[src/rtl/mem_seq_master.sv]
// mem_seq_master: sequential instruction-fetch / data-memory master.
// Fetches one instruction per cycle. Each load or store adds one MEM cycle.
// A halt opcode stops execution until the next reset.
// Optional build macro MEM_SEQ_WRAP_HALT_EN: when the PC would overflow past
// 1023, the core halts (PC held at 1023) instead of wrapping to 0.
module mem_seq_master #(
  parameter logic [5:0] LOAD_OP  = 6'b100110,
  parameter logic [5:0] STORE_OP = 6'b101001,
  parameter logic [5:0] HALT_OP  = 6'b111111
) (
  input  logic        clk,
  input  logic        rst,
  input  logic [17:0] instruction_in,
  input  logic [15:0] data_in,
  input  logic        stall,
  input  logic [15:0] reg_rdata,
  output logic [9:0]  instruction_addr,
  output logic [9:0]  data_addr,
  output logic [15:0] data_out,
  output logic        data_R,
  output logic        data_W,
  output logic        done,
  output logic [17:0] inst_out,
  output logic        inst_valid,
  output logic [1:0]  reg_raddr,
  output logic        reg_we,
  output logic [1:0]  reg_waddr,
  output logic [15:0] reg_wdata
);

  typedef enum logic [1:0] {StFetch, StMem, StHalt} state_e;

  state_e      r_state, w_state_next;
  logic        r_is_load;
  logic [1:0]  r_dest;
  logic [5:0]  w_opcode;
  logic        w_is_mem_op;
  logic        w_ovf_halt;
  logic [9:0]  w_pc_inc;

  assign w_opcode    = instruction_in[17:12];
  assign w_is_mem_op = (w_opcode == LOAD_OP) || (w_opcode == STORE_OP);
  assign w_pc_inc    = instruction_addr + 10'd1;
  assign reg_raddr   = instruction_in[11:10];

`ifdef MEM_SEQ_WRAP_HALT_EN
  // PC increment out of the last address halts instead of wrapping.
  assign w_ovf_halt = (instruction_addr == 10'd1023);
`else
  assign w_ovf_halt = 1'b0;
`endif

  // State register.
  always_ff @(posedge clk or posedge rst) begin
    if (rst) begin
      r_state <= StFetch;
    end else begin
      r_state <= w_state_next;
    end
  end

  // Next-state decode.
  always_comb begin
    w_state_next = r_state;
    case (r_state)
      StFetch: begin
        if (!stall) begin
          if (w_is_mem_op) begin
            w_state_next = StMem;
          end else if (w_opcode == HALT_OP || w_ovf_halt) begin
            w_state_next = StHalt;
          end
        end
      end
      StMem:   w_state_next = w_ovf_halt ? StHalt : StFetch;
      StHalt:  w_state_next = StHalt;
      default: w_state_next = StFetch;
    endcase
  end

  // Registered datapath: PC, memory request, decode and write-back outputs.
  always_ff @(posedge clk or posedge rst) begin
    if (rst) begin
      instruction_addr <= '0;
      data_addr        <= '0;
      data_out         <= '0;
      data_R           <= 1'b0;
      data_W           <= 1'b0;
      done             <= 1'b0;
      inst_out         <= '0;
      inst_valid       <= 1'b0;
      reg_we           <= 1'b0;
      reg_waddr        <= '0;
      reg_wdata        <= '0;
      r_is_load        <= 1'b0;
      r_dest           <= '0;
    end else begin
      // Single-cycle pulses.
      inst_valid <= 1'b0;
      reg_we     <= 1'b0;
      case (r_state)
        StFetch: begin
          if (!stall) begin
            inst_out   <= instruction_in;
            inst_valid <= 1'b1;
            if (w_is_mem_op) begin
              data_addr <= instruction_in[9:0];
              data_R    <= 1'b1;
              data_W    <= (w_opcode == STORE_OP);
              r_is_load <= (w_opcode == LOAD_OP);
              r_dest    <= instruction_in[11:10];
              if (w_opcode == STORE_OP) begin
                data_out <= reg_rdata;
              end
            end else if (w_opcode == HALT_OP || w_ovf_halt) begin
              done <= 1'b1;
            end else begin
              instruction_addr <= w_pc_inc;
            end
          end
        end
        StMem: begin
          // Access completes regardless of stall.
          data_R <= 1'b0;
          data_W <= 1'b0;
          if (r_is_load) begin
            reg_we    <= 1'b1;
            reg_waddr <= r_dest;
            reg_wdata <= data_in;
          end
          if (w_ovf_halt) begin
            done <= 1'b1;
          end else begin
            instruction_addr <= w_pc_inc;
          end
        end
        default: ;
      endcase
    end
  end

endmodule

[config.mk]
export PLATFORM = sky130hd
export DESIGN_NAME = mem_seq_master
export DESIGN_NICKNAME = d
export VERILOG_FILES = /design/src/rtl/mem_seq_master.sv
export SDC_FILE = /design/constraint.sdc
export NUM_CORES = 1
export LEC_CHECK = 0
export CAP_MARGIN = 20
export CORE_MARGIN = 1
export CORE_UTILIZATION = 48
export CTS_BUF_LIST = sky130_fd_sc_hd__clkbuf_8
export CTS_CLUSTER_SIZE = 25
export DETAILED_ROUTE_END_ITERATION = 8
export GPL_TIMING_DRIVEN = 0
export PLACE_DENSITY = 0.86
export SETUP_SLACK_MARGIN = 0.05
export SLEW_MARGIN = 20
export SYNTH_ARGS = -nofsm -noshare
export SYNTH_HDL_FRONTEND = slang
export SYNTH_SLANG_ARGS = --single-unit
[constraint.sdc]
create_clock -name clk -period 4.2 [get_ports clk]
set_input_delay 0.84 -clock clk [delete_from_list [all_inputs] [get_ports clk]]
set_output_delay 0.84 -clock clk [all_outputs]
set_load 0.01 [all_outputs]
Word-level counts from Yosys, hierarchy flattened --
Index checks and enable logic that the tools add are counted.
Word-level totals: register bits after elaboration 82, bits in latches 0, bits in writable memories 0, bits in read-only memories 0, input bits 53, output and inout bits 79, word-level logic and storage cells 56, memories kept 0
Cells by class: $add $sub $neg 1, $mul 0, divide/modulo/power cells 0, order comparisons 0, equal/unequal tests 10, shifts and indexed selects 0, multiplexer cells 18, bitwise operators 2, reduce and logical (&&, ||, !) cells 11
Operator list (count):
- 10-bit 2-to-1 mux | 3
- 10-bit one-hot mux with 2 select lines | 1
- 6-bit == test, second input constant | 3
- 4-bit AND reduction | 3
- 10-bit by 1-bit adder with 10-bit output, second input constant | 1
- 1-bit 2-to-1 mux | 8
- 2-bit != test, second input constant | 4
- 2-bit 2-to-1 mux | 3
- 2-bit AND reduction | 3
- 3-bit AND reduction | 2
- 1-bit one-hot mux with 2 select lines | 2
- 2-bit one-hot mux with 2 select lines | 1
- 3-bit != test, second input constant | 1
- 2-bit by 1-bit == test with 1-bit output, second input constant | 1
- 2-bit == test, second input constant | 1
- 2-bit logical NOT | 1
- 1-bit NOT | 2
- 2-bit nonzero test | 1
- 1-bit logical OR | 1

Longest topological paths before layout --
Gate-level depths: netlist of the first run.
depth in word-level cells 5, mapped depth 6, mapped depth without buffers 6

Worst setup path before layout of the first run --
No wires, ideal clock.
path type input port to flip-flop, from in instruction_in[15], to reg instruction_addr[1], setup time 0.128 ns, data arrival time 1.956 ns, required time 4.072 ns, path slack 2.117 ns, cell stages on the path 5, path buffers 0, path through nand4bb_1 -> a21oi_2 -> or3_1 -> a21oi_2 -> mux2_1
Between the ends: longest elaborated chain between the ends 4, elaborated cells on any way between the ends 7, classes of those cells 5 x eq/ne; 2 x reduce/logical
RTL lines:
- from (decl) | RTL line 13 | input logic [17:0] instruction_in,
- 6-bit == test | RTL line 42 | assign w_is_mem_op = (w_opcode == LOAD_OP) || (w_opcode == STORE_OP);
- 1-bit logical OR | RTL line 42
- 2-bit != test (no line)
- 4-bit AND reduction (no line) *
- to (signal assigned) | RTL line 118 | instruction_addr <= w_pc_inc;
- to (signal assigned) | RTL line 134 | instruction_addr <= w_pc_inc;
- to (decl) | RTL line 17 | output logic [9:0] instruction_addr,
Every way passes the cells marked *; elsewhere a longest branch is shown, timed or not. A chain may end at the register's enable or synchronous reset.

Final worst setup path of the first run --
from in instruction_in[11], to out reg_raddr[1]
RTL lines:
- to (decl) | RTL line 25 | output logic [1:0] reg_raddr,
No word-level cell between the ends.

==> run summary, run 1 <==
Fin. max-slew vios = 0
Ys Warns = 0
Clock Tree Root = clkbuf_8
Ys flop type = dfrtp_1
Final Instance Area = 4960 sq um
#FFs+latches synth = 82
Max-Slew Margin vs Limit = 0.632
First-pass GRT wire length = 11600 um
RSZ-0062 raised after global routing = false
Sequential share of the synthesized area = 0.622
Pwr dens = 456 nW/um^2
Initial DRC count = 110
Share of cells above drive strength 1 = 0.216
Static Leak = 2.22 nW
P&R area growth vs syn = 50.5%
Reg-to-reg endpoint = data_out[5]
Critical Path AT = 2.02 ns
Failing checks = DRC
Clock-pin slew on the worst setup and hold paths = 0.08 ns
Reg2reg path depth = 6
Number of flops mapped to enable cells by yosys = 0
# DRC = 12
Filler cells = 416
Mapped Area = 3300 sq um
R2R Path Start = r_state[1]
Clk Latency, worst-skew pair = 0.34 ns
Setup slack, reg-to-reg = 2.46 ns
Pin count of the biggest net entering global routing = 58
Worst Setup Start Kind = input port
Cell Area, Placed = 4740 sq um
Site Rows = 29
Max-Cap Viols = 0
Total iterations of the first detailed-routing run = 6
Die area = 7210 sq um
Wire length per cell = 16.0 um
IO buf count = 131
Die X = 84.9 um
Setup crit start = instruction_in[11]
Sink Count = 82
Run status = finished with violations
Total wire length = 7010 um
ANT nets after route = 0
Final HPWL from detailed placement = 4990 um
Routed vias/inst = 5.03
CTS tree = done
Total Power = 2.27 mW
Vias post-DR = 2204
Initial Util = 0.508
Initial antenna violation count = 0
Fin worst setup slack = 1.34 ns
Synthesized Nets = 267
Largest cells by area after synthesis = dfrtp_1, mux2_2, mux2_4
CP max FO = 3
Post-Synthesis Cells = 213
Hold Buf Count CTS = 0
Worst-case clock buffer depth = 2
Min-Delay Path Class = reg -> reg
Peak supply drop = 368 uV
Area leader, netlist = dfrtp_1
DIE HEIGHT = 84.9 um
Io pins = 132
Crit. End Element = primary output
Worst Skew = 0.00983 ns
Post CTS Setup Buffer Count = 0
Maximum level of the CTS H-tree = 3
Nets = 410
F_max = 350 MHz
Core area = 6490 sq um
Final setup vio count = 0
Hold Startpoint = done
Gates resized, CTS repair = 0
Tot GR Track Use = 0.209
Setup crit end = reg_raddr[1]
Number of global-route vias before repair = 2358
Final Util = 0.764
Fin cells = 438
Cell variety after synth = 35
Pre-CTS setup slack = 1.35 ns
Crit Path Category = in -> out
Min Tclk post-route = 2.86 ns
Final Cycle Share = 0.680
Placed cells = 422
Worst slew pin tran = 0.547 ns
Asr flop ratio synth = 1.00
Post-synth top area share = 0.622
CTS Buf Count = 9
Final hold vios = 0
Total gr overflow = 0
Avg Cell Area, Syn = 15.5 sq um
CP required = 3.36 ns
Routability cong. = 0.748
N_diodes = 0
Hold_ws = 0.478 ns
Setup_tns = 0 ns
worst min-delay path by stage:
stage,cells after the start,endpoint,slack (ns)
after floorplan,1,reg_waddr[1],0.45
after global placement,1,done,0.44
after detailed placement,1,done,0.46
after CTS,1,done,0.48
after global routing,1,done,0.51
final,1,done,0.48
report_power, final:
part           switching, mW  internal (mW)  total [mW]
clock network          0.277          0.352       0.629
registers             0.0941          0.925        1.02
logic                  0.224          0.393       0.617
cell type report:
class	count	area [sq um]	share of cell area
buffer	9	68.8	0.0139
clock buffer	10	138	0.0277
clock inverter	6	90.1	0.0181
inverter	4	17.5	0.00353
multi-input combinational	118	1160	0.234
sequential	82	2050	0.413
tap	77	96.3	0.0194
timing repair buffer	132	1340	0.270
layer usage:
layer | vias to the layer above | routed length (um) | GRT usage
met4 | 0 | 38 | 0.0693
met5 | - | 0 | 0
met1 | 1087 | 3030 | 0.263
met3 | 5 | 449 | 0.0535
li1 | 1030 | - | -
met2 | 82 | 3490 | 0.356
synthesized netlist by cell type (2+ instances only):
master	count
nand4_1	2
xnor2_1	7
buf_2	4
xor2_1	2
nand4bb_1	2
a21oi_1	2
mux2_2	27
mux2_1	20
nand2_1	4
nor3_1	2
nand2b_1	3
mux2_4	18
buf_4	2
nand3_1	3
buf_6	3
inv_1	3
a21oi_2	2
nor2_1	6
nand2_2	2
a21o_1	3
dfrtp_1	82
placed cells by master, fill, tap and decap left out, drive strengths merged, types with 3 or more instances in the layout:
| cell | Yosys | routed |
|---|---|---|
| a21o | 3 | 3 |
| a21oi | 4 | 4 |
| buf | 9 | 10 |
| clkbuf | 0 | 10 |
| clkdlybuf4s50 | 0 | 131 |
| clkinv | 0 | 3 |
| dfrtp | 82 | 82 |
| inv | 4 | 4 |
| mux2 | 65 | 65 |
| nand2 | 6 | 6 |
| nand2b | 3 | 3 |
| nand3 | 3 | 3 |
| nor2 | 6 | 6 |
| xnor2 | 7 | 7 |
sequential cells by signal, indices dropped and copies added (netlist names):
name and cells:
r_dest 2, reg_we 1, data_addr 10, instruction_addr 10, r_is_load 1, inst_valid 1
done 1, r_state 2, inst_out 18, reg_waddr 2, data_R 1, data_W 1
data_out 16, reg_wdata 16
logic make-up after synthesis:
kind of cell | synth area share
compound gates | 0.0273
mux | 0.242
simple gates | 0.0554
fa+ha+maj | 0.00379
buf+inv | 0.0254
flops | 0.622
xor+xnor | 0.0239
critical path, cell delays in order:
cell	delay (ns)
clkdlybuf4s50_1	0.53
buf_4	0.12
clkdlybuf4s50_1	0.52
Power figures use the tool's default switching activity.
==> run 2, diff against run 1 <==
--- a/config.mk
+++ b/config.mk
@@ -7,12 +7,12 @@
 export LEC_CHECK = 0
 export CAP_MARGIN = 20
 export CORE_MARGIN = 1
-export CORE_UTILIZATION = 48
+export CORE_UTILIZATION = 40
 export CTS_BUF_LIST = sky130_fd_sc_hd__clkbuf_8
 export CTS_CLUSTER_SIZE = 25
 export DETAILED_ROUTE_END_ITERATION = 8
 export GPL_TIMING_DRIVEN = 0
-export PLACE_DENSITY = 0.86
+export PLACE_DENSITY = 0.76
 export SETUP_SLACK_MARGIN = 0.05
 export SLEW_MARGIN = 20
 export SYNTH_ARGS = -nofsm -noshare
==> constraint.sdc (replaced) <==
create_clock -name clk -period 2.55 [get_ports clk]
set_input_delay 0.51 -clock clk [delete_from_list [all_inputs] [get_ports clk]]
set_output_delay 0.51 -clock clk [all_outputs]
set_load 0.01 [all_outputs]
==> run 2 against run 1 <==
Net effect:
- the flow now finishes without violations
- sequential share of layout area shrank 0.21 points
- die area is 19% higher
- critical path depth unchanged
- first-iteration DRC count decreased by 56%
- combinational power grew 64%
- power grew 62%
- routed wire length up 0.56%
- non-clock buffer count up 1
- via count increased by 0.82%
- worst hold slack worse by 0.018 ns
- critical endpoint is now reg_raddr[0]
- largest cell class unchanged
- largest power group unchanged
- highest routed layer unchanged
==> run summary, run 2 (synthesized netlist as in run 1, its figures left out) <==
Most common cell after layout, fill and taps aside = clkdlybuf4s50_1
Total gr overflow = 0 (unchanged)
RSZ-0062 raised after global routing = false
Tot GR Track Use = 0.176 (-0.0331)
First-pass GRT wire length = 11700 um (+0.89%)
Initial Util = 0.420 (-0.0876)
Largest Register = inst_out
Met1 Resource Use GR = 0.226 (-0.0373)
F_max = 452 MHz
Run status = finished clean
# DRC = 0 (-12)
Min Tclk post-route = 2.21 ns
Final setup vio count = 0 (unchanged)
Sink Count = 82 (unchanged)
Worst Setup Start Kind = input port
Post CTS Setup Buffer Count = 0 (unchanged)
Clock-pin slew on the worst setup and hold paths = 0.07 ns (about the same)
Final Cycle Share = 0.867
M2 GR Usage = 0.284 (-0.0712)
Most common cell on crit path = clkdlybuf4s50_1
Worst-case clock buffer depth = 2 (unchanged)
Maximum level of the CTS H-tree = 3 (unchanged)
Site Rows = 32 (+10%)
CTS Buf Count = 9 (unchanged)
Gates resized, CTS repair = 0 (unchanged)
Final HPWL from detailed placement = 5260 um (+5.4%)
Pin count of the biggest net entering global routing = 35 (-40%)
Hold Path End = done
Wire length per cell = 15.2 um (-4.9%)
Max reg flops = 18 (unchanged)
Max-Cap Viols = 0 (unchanged)
DIE HEIGHT = 92.8 um (+9.3%)
Final hold vios = 0 (unchanged)
Die X = 92.8 um (+9.3%)
Fin worst setup slack = 0.338 ns (-1.01 ns)
Pwr dens = 738 nW/um^2 (+62%)
Hold Buf Count CTS = 0 (unchanged)
Initial antenna violation count = 0 (unchanged)
Reg2reg path depth = 6 (unchanged)
Hold path cells = 1 (unchanged)
Fin. max-slew vios = 0 (unchanged)
Crit path largest cell delay = 0.54 ns (about the same)
Static Leak = 2.21 nW (-0.37%)
Critical Path AT = 1.70 ns (-0.32 ns)
R2R Path Start = r_state[1]
Setup_tns = 0 ns (unchanged)
Largest registers = inst_out: 18 flops, data_out: 16 flops, reg_wdata: 16 flops
Commonest cells after routing, fill and taps aside = clkdlybuf4s50_1, dfrtp_1, mux2_2
Core area = 7850 sq um (+21%)
Number of global-route vias before repair = 2395 (+1.6%)
Max-Slew Margin vs Limit = 0.652 (+0.0207)
Total iterations of the first detailed-routing run = 4 (-2)
Clock Tree Root = clkbuf_8
Initial DRC count = 48 (-56%)
Met3 Track Usage GR = 0.0452 (-0.00835)
Total wire length = 7050 um (+0.56%)
Clk Latency, worst-skew pair = 0.35 ns (about the same)
ANT nets after route = 0 (unchanged)
Routability cong. = 0.709 (-5.2%)
Crit-path slowest cell = clkdlybuf4s50_1
P&R area growth vs syn = 51.2%
IO buf count = 131 (unchanged)
Hold Startpoint = done
Peak supply drop = 584 uV (+59%)
CP required = 2.04 ns (-1.32 ns)
Crit. End Element = primary output
CP cell instances = clkdlybuf4s50_1, buf_4, clkdlybuf4s50_1
Nets = 411 (+0.24%)
N_diodes = 0 (unchanged)
Min-Delay Path Class = reg -> reg
Io pins = 132 (unchanged)
Crit Path Category = in -> out
Setup slack, reg-to-reg = 0.79 ns (-1.67 ns)
Routed vias/inst = 4.80 (-4.6%)
Global route hottest layer = met2
CP max FO = 3 (unchanged)
Pre-CTS setup slack = 0.124 ns (-1.22 ns)
Die area = 8620 sq um (+19%)
Vias post-DR = 2222 (+0.82%)
Cell Area, Placed = 4780 sq um (+0.95%)
Final Instance Area = 4990 sq um (+0.50%)
Reg-to-reg endpoint = data_out[6]
CTS tree = done
Worst Skew = 0.0105 ns (+0.000716 ns)
Worst slew pin tran = 0.516 ns (-0.0307 ns)
Share of cells above drive strength 1 = 0.213 (-0.00277)
-- run 2: area by class of cell --
type	instances	area, sq um
clock inverters	6	83.8
clock buffers	9	124
inverters	4	18.8
fillers	625	2860
multi-input cells	118	1160
flip-flops and latches	82	2050
repair buffers	133	1350
well taps	102	128
plain buffers	9	68.8
-- run 2: per-stage QoR --
| step | hold WS [ns] | utilization | power, mW | cells |
|---|---|---|---|---|
| global route | 0.476 | 0.636 | 3.87 | 463 |
| floorplan | 0.454 | - | 2.12 | 213 |
| CTS | 0.465 | 0.636 | 3.73 | 463 |
| finish | 0.460 | 0.636 | 3.68 | 463 |
| detailed placement | 0.447 | 0.609 | 2.72 | 448 |
| global placement | 0.440 | 0.604 | 2.69 | 446 |
-- run 2: report_power, final --
part	switching [mW]	internal [mW]	total, mW
clock network	0.451	0.541	0.992
logic	0.365	0.648	1.01
registers	0.152	1.52	1.67
-- run 2: worst max-delay path by stage --
stage | start | endpoint | slack [ns] | cells past startpoint
2_1_floorplan | instruction_in[15] | instruction_addr[1] | 0.80 | 5
3_3_place_gp | instruction_in[15] | instruction_addr[1] | 0.15 | 6
3_5_place_dp | instruction_in[15] | instruction_addr[1] | 0.12 | 6
4_1_cts | instruction_in[10] | reg_raddr[0] | 0.34 | 3
5_1_grt | instruction_in[10] | reg_raddr[0] | 0.30 | 3
6_report | instruction_in[10] | reg_raddr[0] | 0.34 | 3
-- run 2: critical path: cells and delay by family --
| family | cells | cell delay (ns) |
|---|---|---|
| buffers and inverters | 3 | 1.19 |
-- run 2: layer usage --
metal  part of all wire  wire [um]
met1               0.44       3090
met4              0.015        105
met3              0.070        491
met2               0.48       3370
met5                  0          0
